[config.mk]
export PLATFORM = sky130hd
export DESIGN_NAME = dscr_frame_ctrl
export DESIGN_NICKNAME = d
export VERILOG_FILES = /design/src/rtl/dscr_frame_ctrl_pkg.sv /design/src/rtl/dscr_frame_ctrl_stats.sv /design/src/rtl/dscr_frame_ctrl.sv
export SDC_FILE = /design/constraint.sdc
export NUM_CORES = 1
export LEC_CHECK = 0
export CORE_MARGIN = 1.5
export CORE_UTILIZATION = 41
export CTS_BUF_LIST = sky130_fd_sc_hd__clkbuf_4 sky130_fd_sc_hd__clkbuf_8
export CTS_CLUSTER_DIAMETER = 30
export DETAILED_ROUTE_END_ITERATION = 12
export PLACE_DENSITY_LB_ADDON = 0.08
export SLEW_MARGIN = 20
export SYNTH_ARGS = -nofsm -noshare
export SYNTH_HDL_FRONTEND = slang
export SYNTH_SLANG_ARGS = --single-unit
export TNS_END_PERCENT = 100
[constraint.sdc]
create_clock -name clk -period 1.8 [get_ports clk]
set_clock_uncertainty 0.05 [all_clocks]
set_input_delay 0.27 -clock clk [delete_from_list [all_inputs] [get_ports clk]]
set_output_delay 0.27 -clock clk [all_outputs]
set_load 0.02 [all_outputs]
[src/rtl/dscr_frame_ctrl_pkg.sv]
// Shared types and defaults for the descrambler frame controller.
// Used by dscr_frame_ctrl and dscr_stats.
package dscr_ctrl_pkg;

    typedef enum logic [1:0] {
        ST_HUNT    = 2'd0,
        ST_PAYLOAD = 2'd1,
        ST_HEADER  = 2'd2
    } state_t;

    localparam logic [17:0] DSCR_SEED_X_DEF = 18'h00001;
    localparam logic [17:0] DSCR_SEED_Y_DEF = 18'h3FFFF;
    localparam logic [15:0] DSCR_HDR_DEF    = 16'hFFFF;

    function automatic logic [15:0] sat_inc16(input logic [15:0] v);
        return (v == 16'hFFFF) ? v : v + 16'd1;
    endfunction

endpackage

[src/rtl/dscr_frame_ctrl_stats.sv]
// Saturating good/bad header counters; built only when DSCR_FRAME_STATS_EN is defined.
// Counters clear on reset only.
module dscr_stats
    import dscr_ctrl_pkg::*;
(
    input  logic        clk,
    input  logic        reset,
    input  logic        i_good,
    input  logic        i_bad,
    output logic [15:0] o_frames,
    output logic [15:0] o_misses
);

    logic [15:0] r_frames;
    logic [15:0] r_misses;

    always_ff @(posedge clk or negedge reset) begin
        if (!reset) begin
            r_frames <= '0;
            r_misses <= '0;
        end else begin
            if (i_good) r_frames <= sat_inc16(r_frames);
            if (i_bad)  r_misses <= sat_inc16(r_misses);
        end
    end

    assign o_frames = r_frames;
    assign o_misses = r_misses;

endmodule

[src/rtl/dscr_frame_ctrl.sv]
// Frame sequencer for the PL descrambler: header hunt, flywheel lock, payload stepping
// and seed loading. Optional statistics are enabled by the macro DSCR_FRAME_STATS_EN.
module dscr_frame_ctrl
    import dscr_ctrl_pkg::*;
#(
    parameter int                DATA_W      = 16,
    parameter logic [DATA_W-1:0] HDR_PATTERN = DATA_W'(DSCR_HDR_DEF),
    parameter int                HDR_WORDS   = 4,
    parameter int                FRAME_LEN   = 1024,
    parameter int                LEN_W       = 11,
    parameter int                LOCK_MISS   = 2
) (
    input  logic              clk,
    input  logic              reset,
    input  logic [DATA_W-1:0] in_data,
    input  logic              in_valid,
    input  logic [17:0]       cfg_seed_x,
    input  logic [17:0]       cfg_seed_y,
    input  logic              cfg_update,
    output logic [DATA_W-1:0] out_data,
    output logic              dsc_step,
    output logic              dsc_load,
    output logic [17:0]       seed_x,
    output logic [17:0]       seed_y,
    output logic              frame_start,
    output logic              frame_end,
    output logic              locked,
    output logic              lock_lost,
    output logic [15:0]       stat_frames,
    output logic [15:0]       stat_misses,
    output logic [1:0]        dbg_state
);

    localparam int HDR_W  = $clog2(HDR_WORDS + 1);
    localparam int MISS_W = $clog2(LOCK_MISS + 1);
    localparam logic [HDR_W-1:0]  HDR_LAST  = HDR_W'(HDR_WORDS - 1);
    localparam logic [LEN_W-1:0]  LEN_LAST  = LEN_W'(FRAME_LEN - 1);
    localparam logic [MISS_W-1:0] MISS_LAST = MISS_W'(LOCK_MISS - 1);

    state_t              r_state;
    state_t              w_state_nxt;
    logic [HDR_W-1:0]    r_hdr_cnt,  w_hdr_cnt_nxt;
    logic                r_hdr_bad,  w_hdr_bad_nxt;
    logic [LEN_W-1:0]    r_pay_cnt,  w_pay_cnt_nxt;
    logic [MISS_W-1:0]   r_miss_cnt, w_miss_nxt;
    logic                r_locked,   w_locked_nxt;
    logic                w_step_nxt, w_load_nxt, w_fe_nxt, w_lost_nxt;
    logic                w_good_hdr, w_bad_hdr;
    logic                w_match, w_bad_any;

    logic [DATA_W-1:0]   r_out_data;
    logic                r_step, r_load, r_fe, r_lost;
    logic [17:0]         r_shadow_x, r_shadow_y;
    logic [17:0]         r_seed_x,   r_seed_y;

    always_ff @(posedge clk or negedge reset) begin
        if (!reset) r_state <= ST_HUNT;
        else        r_state <= w_state_nxt;
    end

    assign w_match   = (in_data == HDR_PATTERN);
    assign w_bad_any = r_hdr_bad | ~w_match;

    always_comb begin
        w_state_nxt   = r_state;
        w_hdr_cnt_nxt = r_hdr_cnt;
        w_hdr_bad_nxt = r_hdr_bad;
        w_pay_cnt_nxt = r_pay_cnt;
        w_miss_nxt    = r_miss_cnt;
        w_locked_nxt  = r_locked;
        w_step_nxt    = 1'b0;
        w_load_nxt    = 1'b0;
        w_fe_nxt      = 1'b0;
        w_lost_nxt    = 1'b0;
        w_good_hdr    = 1'b0;
        w_bad_hdr     = 1'b0;
        if (in_valid) begin
            case (r_state)
                ST_HUNT: begin
                    if (!w_match) begin
                        w_hdr_cnt_nxt = '0;
                    end else if (r_hdr_cnt == HDR_LAST) begin
                        w_hdr_cnt_nxt = '0;
                        w_locked_nxt  = 1'b1;
                        w_load_nxt    = 1'b1;
                        w_miss_nxt    = '0;
                        w_good_hdr    = 1'b1;
                        w_state_nxt   = ST_PAYLOAD;
                    end else begin
                        w_hdr_cnt_nxt = r_hdr_cnt + 1'b1;
                    end
                end
                ST_PAYLOAD: begin
                    // Header-looking words here are ordinary data.
                    w_step_nxt = 1'b1;
                    if (r_pay_cnt == LEN_LAST) begin
                        w_fe_nxt      = 1'b1;
                        w_pay_cnt_nxt = '0;
                        w_hdr_cnt_nxt = '0;
                        w_hdr_bad_nxt = 1'b0;
                        w_state_nxt   = ST_HEADER;
                    end else begin
                        w_pay_cnt_nxt = r_pay_cnt + 1'b1;
                    end
                end
                ST_HEADER: begin
                    if (r_hdr_cnt != HDR_LAST) begin
                        w_hdr_cnt_nxt = r_hdr_cnt + 1'b1;
                        w_hdr_bad_nxt = w_bad_any;
                    end else begin
                        w_hdr_cnt_nxt = '0;
                        w_hdr_bad_nxt = 1'b0;
                        if (!w_bad_any) begin
                            w_miss_nxt  = '0;
                            w_load_nxt  = 1'b1;
                            w_good_hdr  = 1'b1;
                            w_state_nxt = ST_PAYLOAD;
                        end else if (r_miss_cnt == MISS_LAST) begin
                            w_miss_nxt   = '0;
                            w_locked_nxt = 1'b0;
                            w_lost_nxt   = 1'b1;
                            w_bad_hdr    = 1'b1;
                            w_state_nxt  = ST_HUNT;
                        end else begin
                            // Flywheel: keep lock and start the frame anyway.
                            w_miss_nxt  = r_miss_cnt + 1'b1;
                            w_load_nxt  = 1'b1;
                            w_bad_hdr   = 1'b1;
                            w_state_nxt = ST_PAYLOAD;
                        end
                    end
                end
                default: begin
                    w_state_nxt   = ST_HUNT;
                    w_hdr_cnt_nxt = '0;
                    w_pay_cnt_nxt = '0;
                end
            endcase
        end
    end

    always_ff @(posedge clk or negedge reset) begin
        if (!reset) begin
            r_hdr_cnt  <= '0;
            r_hdr_bad  <= 1'b0;
            r_pay_cnt  <= '0;
            r_miss_cnt <= '0;
            r_locked   <= 1'b0;
            r_step     <= 1'b0;
            r_load     <= 1'b0;
            r_fe       <= 1'b0;
            r_lost     <= 1'b0;
            r_out_data <= '0;
            r_shadow_x <= DSCR_SEED_X_DEF;
            r_shadow_y <= DSCR_SEED_Y_DEF;
            r_seed_x   <= DSCR_SEED_X_DEF;
            r_seed_y   <= DSCR_SEED_Y_DEF;
        end else begin
            r_hdr_cnt  <= w_hdr_cnt_nxt;
            r_hdr_bad  <= w_hdr_bad_nxt;
            r_pay_cnt  <= w_pay_cnt_nxt;
            r_miss_cnt <= w_miss_nxt;
            r_locked   <= w_locked_nxt;
            r_step     <= w_step_nxt;
            r_load     <= w_load_nxt;
            r_fe       <= w_fe_nxt;
            r_lost     <= w_lost_nxt;
            if (in_valid)   r_out_data <= in_data;
            if (cfg_update) begin
                r_shadow_x <= cfg_seed_x;
                r_shadow_y <= cfg_seed_y;
            end
            // Loads sample the shadow before any same-edge cfg_update lands.
            if (w_load_nxt) begin
                r_seed_x <= r_shadow_x;
                r_seed_y <= r_shadow_y;
            end
        end
    end

    assign out_data    = r_out_data;
    assign dsc_step    = r_step;
    assign dsc_load    = r_load;
    assign frame_start = r_load;
    assign frame_end   = r_fe;
    assign locked      = r_locked;
    assign lock_lost   = r_lost;
    assign seed_x      = r_seed_x;
    assign seed_y      = r_seed_y;
    assign dbg_state   = r_state;

`ifdef DSCR_FRAME_STATS_EN
    dscr_stats u_stats (
        .clk      (clk),
        .reset    (reset),
        .i_good   (w_good_hdr),
        .i_bad    (w_bad_hdr),
        .o_frames (stat_frames),
        .o_misses (stat_misses)
    );
`else
    logic w_unused_stats;
    assign w_unused_stats = w_good_hdr ^ w_bad_hdr;
    assign stat_frames    = '0;
    assign stat_misses    = '0;
`endif

endmodule

==> metrics.sh <==
MAX-CLOCK-PATH-BUFFERS=2
DRTANTENNAVIOLNETS=0
DETAIL_ROUTE.WL_PER_CELL_UM=15.2
SETUP_SLACK_NS=-0.262
CTS.SINKS=112
TNS_NS=-7.70
INITIAL_CORE_UTIL=0.425
WORST_SKEW_PAIR.LATE_LATENCY_NS=0.39
HOLD_VIOLATIONS=0
CTS_ROOT_BUFFER='clkbuf_8'
YOSYSWARNINGS=0
SYNTH_EDF_COUNT=0
ASYNC_FLOP_SHARE=1.00
ARRIVAL_NS=2.32
NUM_ROWS=39
WORST_SETUP_HOLD_PATH_CLK_SLEW_NS=0.10
DIODES_INSERTED=0
DIE-AREA_UM2=12700
FINAL_CORE_UTIL=0.586
DRT_FIRST_ITER_VIOLATIONS=132
MAXIMUM_LEVEL_OF_THE_CTS_H_TREE=3
LAYOUT.NETS=574
PIN_COUNT_OF_THE_BIGGEST_NET_ENTERING_GLOBAL_ROUTING=40
SYNTH_AREA_LEADER_CELL='dfrtp_1'
HPWL_AFTER_DPL_MM=6.85
VIAS_IN_THE_FIRST_GLOBAL_ROUTE=3237
PLACE_CONGESTION=0.742
WORST_SETUP_PATH_END_KIND='register'
IO_PINS=148
SYNTH_SEQUENTIAL_AREA_RATIO=0.580
FINAL_PERIOD_MINUS_WORST_SETUP_SLACK_NS=2.06
TIMING_MAX_TRANSITION_VIOLATIONS_FINAL=0
CP_NUM_BUF_INV=2
RSZ_0062_RAISED_AFTER_GLOBAL_ROUTING='yes'
POST-ROUTE-CELL-AREA_UM2=6780
DIE_X_UM=113
FIRST_PASS_ITERS=11
YOSYS_REGISTER_BITS=112
STATUS='complete, but fails checks'
FAILED_CHECKS='design-rule violations, negative setup slack'
CRITICAL_PATH.SLOWEST_CELL='dfrtp_1'
CORE_UM2=11600
SYNTH_TOP_FLOP_CELL='dfrtp_1'
CRITICAL_PATH_CELL_BY_CELL='ha_2 > nand3b_1 > or3_4 > o22ai_2 > or2_4 > buf_6 > buf_16 > mux2_4'
REG2REG_SLACK_NS=-0.26
PEAKVDDDROP_V=0.000534
DRT_WL_TOTAL_MM=10.1
PLACE_AREA_UM2=6370
NUMBER_OF_DISTINCT_LIBRARY_CELLS_AFTER_SYNTHESIS=42
STARTPOINT='r_hdr_cnt[0]$_DFFE_PN0P_'
CTS_MADE_BUFFERS=9
SETUP_VIOLATIONS=36
WORSTPATHMAXFANOUT=5
NETLIST.AREA_LEADER.SHARE=0.377
SYN_AVG_CELL_AREA_UM2=13.9
GRT_PASS1_WL_MM=16.6
PLACE.PORT_BUFFERS=115
WORST_HOLD_STARTPOINT='in_data[0]'
REMAINING_DESIGN_RULE_VIOLATION_COUNT=12
LEAKAGE_nW=3.07
LAYOUT.CELLS.MOST_COMMON='clkdlybuf4s50_1'
POWER_PER_CELL_AREA_nW_PER_UM2=718
HOLD_PATH.CLASS='in -> reg'
ANTENNA_FOUND_INITIAL=0
PRECTSSETUPSLACK_NS=-0.746
CTS_TREE='done'
MOST-COMMON-LAYOUT-CELLS='76 x clkdlybuf4s50_1, 72 x dfrtp_1, 53 x mux2_2, 40 x buf_4, 38 x dfstp_2'
MAX-CAP-VIOLATIONS=0
AREA_DELTA_SYNTH_FINAL_PCT=37.9
SYN-CELL-AREA_UM2=4920
DIE_HEIGHT_UM=113
SOURCE_OF_THE_WORST_REGISTER_TO_REGISTER_TIMING_PATH='r_hdr_cnt[0]$_DFFE_PN0P_'
CRIT_PATH_MAX_INCR_DELAY_NS=0.38
POST_SYNTH_INST_COUNT=354
MIN_PERIOD_OVER_PERIOD=1.15
TYPE_OF_THE_WORST_SETUP_PATH='reg -> reg'
CRIT_FAMILY='simple AND/OR/NAND/NOR gates'
ACHIEVABLE-FREQUENCY_MHz=485
ROUTED-VIA-COUNT=3122
GRT_USE_TOTAL=0.165
SYNTH.AREA.TOP_CELLS='dfrtp_1 38%, dfstp_2 20%, mux2_2 14%, mux2_4 8.9%, buf_4 5.0%'
LAYOUT-DRIVE-GT1-SHARE=0.413
GRT.OVERFLOW.TOTAL=0
FIN_HOLD_WS_NS=0.220
SETUP.WORST_PATH.START_CLASS='register'
CRITPATHREQUIREDTIME_NS=2.06
VIAS_PER_CELL=4.70
-- per-layer routing --
layer	vias to the layer above	track usage	share of wire
met5	-	0	0
met4	0	0.0456	0.011
met3	11	0.0421	0.056
met2	86	0.264	0.47
met1	1545	0.225	0.46
li1	1480	-	-
-- worst paths after layout --
kind,endpoint,cells after the start
max in group asynchronous,r_shadow_y[16]$_DFFE_PN1P_,3
worst min-delay path,out_data[0]$_DFFE_PN0P_,2
min in group asynchronous,seed_x[15]$_DFFE_PN0P_,2
worst max register to register,seed_y[4]$_DFFE_PN1P_,8
worst max-delay path,seed_y[4]$_DFFE_PN1P_,8
worst min register to register,seed_x[2]$_DFFE_PN0P_,1
-- report_power, final --
part | total (mW) | leakage (nW) | internal [mW] | switching, mW
Sequential | 2.73 | 1.34 | 2.67 | 0.0599
Clock | 1.61 | 0.110 | 0.705 | 0.901
Combinational | 0.537 | 1.62 | 0.281 | 0.255
-- stage by stage --
stage | instances | power [mW]
2_1_floorplan | 385 | 3.07
3_3_place_gp | 636 | 3.31
3_5_place_dp | 636 | 3.33
4_1_cts | 665 | 4.93
5_1_grt | 664 | 5.07
6_report | 664 | 4.87
-- cells in the mapped netlist (2+ instances only) --
master,instances
a21oi_1,3
buf_1,2
buf_12,3
buf_2,2
buf_4,33
clkbuf_1,6
dfrtp_1,74
dfstp_2,38
ha_1,2
inv_1,5
mux2_2,61
mux2_4,29
nand2_1,15
nand2b_1,2
nand3_1,6
nand4_1,7
nor2_1,19
nor2b_1,3
nor3_1,6
nor3b_1,2
o21a_1,2
o21ai_0,7
o22ai_1,3
or2_1,2
xnor2_1,2
xor2_1,4
-- flip-flops by register name, summed over array words and instances, names as in the netlist --
| register | cells |
|---|---|
| r_shadow_x | 18 |
| r_shadow_y | 18 |
| seed_x | 18 |
| seed_y | 18 |
| out_data | 16 |
| r_pay_cnt | 11 |
| r_hdr_cnt | 3 |
| dbg_state | 2 |
| r_miss_cnt | 2 |
| dsc_load | 1 |
| dsc_step | 1 |
| frame_end | 1 |
| lock_lost | 1 |
| locked | 1 |
| r_hdr_bad | 1 |
-- area by class of cell --
| cell class | instances | area [um^2] |
|---|---|---|
| fillers | 1004 | 4790 |
| flip-flops and latches | 112 | 2850 |
| multi-input cells | 221 | 1920 |
| repair buffers | 167 | 1600 |
| well taps | 143 | 179 |
| clock buffers | 10 | 138 |
| clock inverters | 6 | 72.6 |
| inverters | 5 | 18.8 |
-- cell families (layout without fill, tap and decap cells) --
group,after synthesis,after routing,share of synthesized area
buffers and inverters,52,188,0.0769
DFF,112,112,0.580
adders and majority gates,2,2,0.00509
muxes,91,91,0.230
and+or+nand+nor,69,69,0.0705
AOI/OAI and AO/OA,21,21,0.0260
xor gates and xnor gates,6,6,0.0107
other,1,32,0.000763
-- what timing repair did --
| item | 4_1_cts | 5_1_grt |
|---|---|---|
| gates cloned | 3 | 0 |
| setup endpoints to repair | 64 | 41 |
| gates resized for setup | 64 | 4 |
| pin swaps | 10 | 4 |
| setup buffers | 9 | 1 |
| hold buffers | 1 | 0 |
| endpoints found under the hold margin | 10 | 0 |
Power figures use the tool's default switching activity.
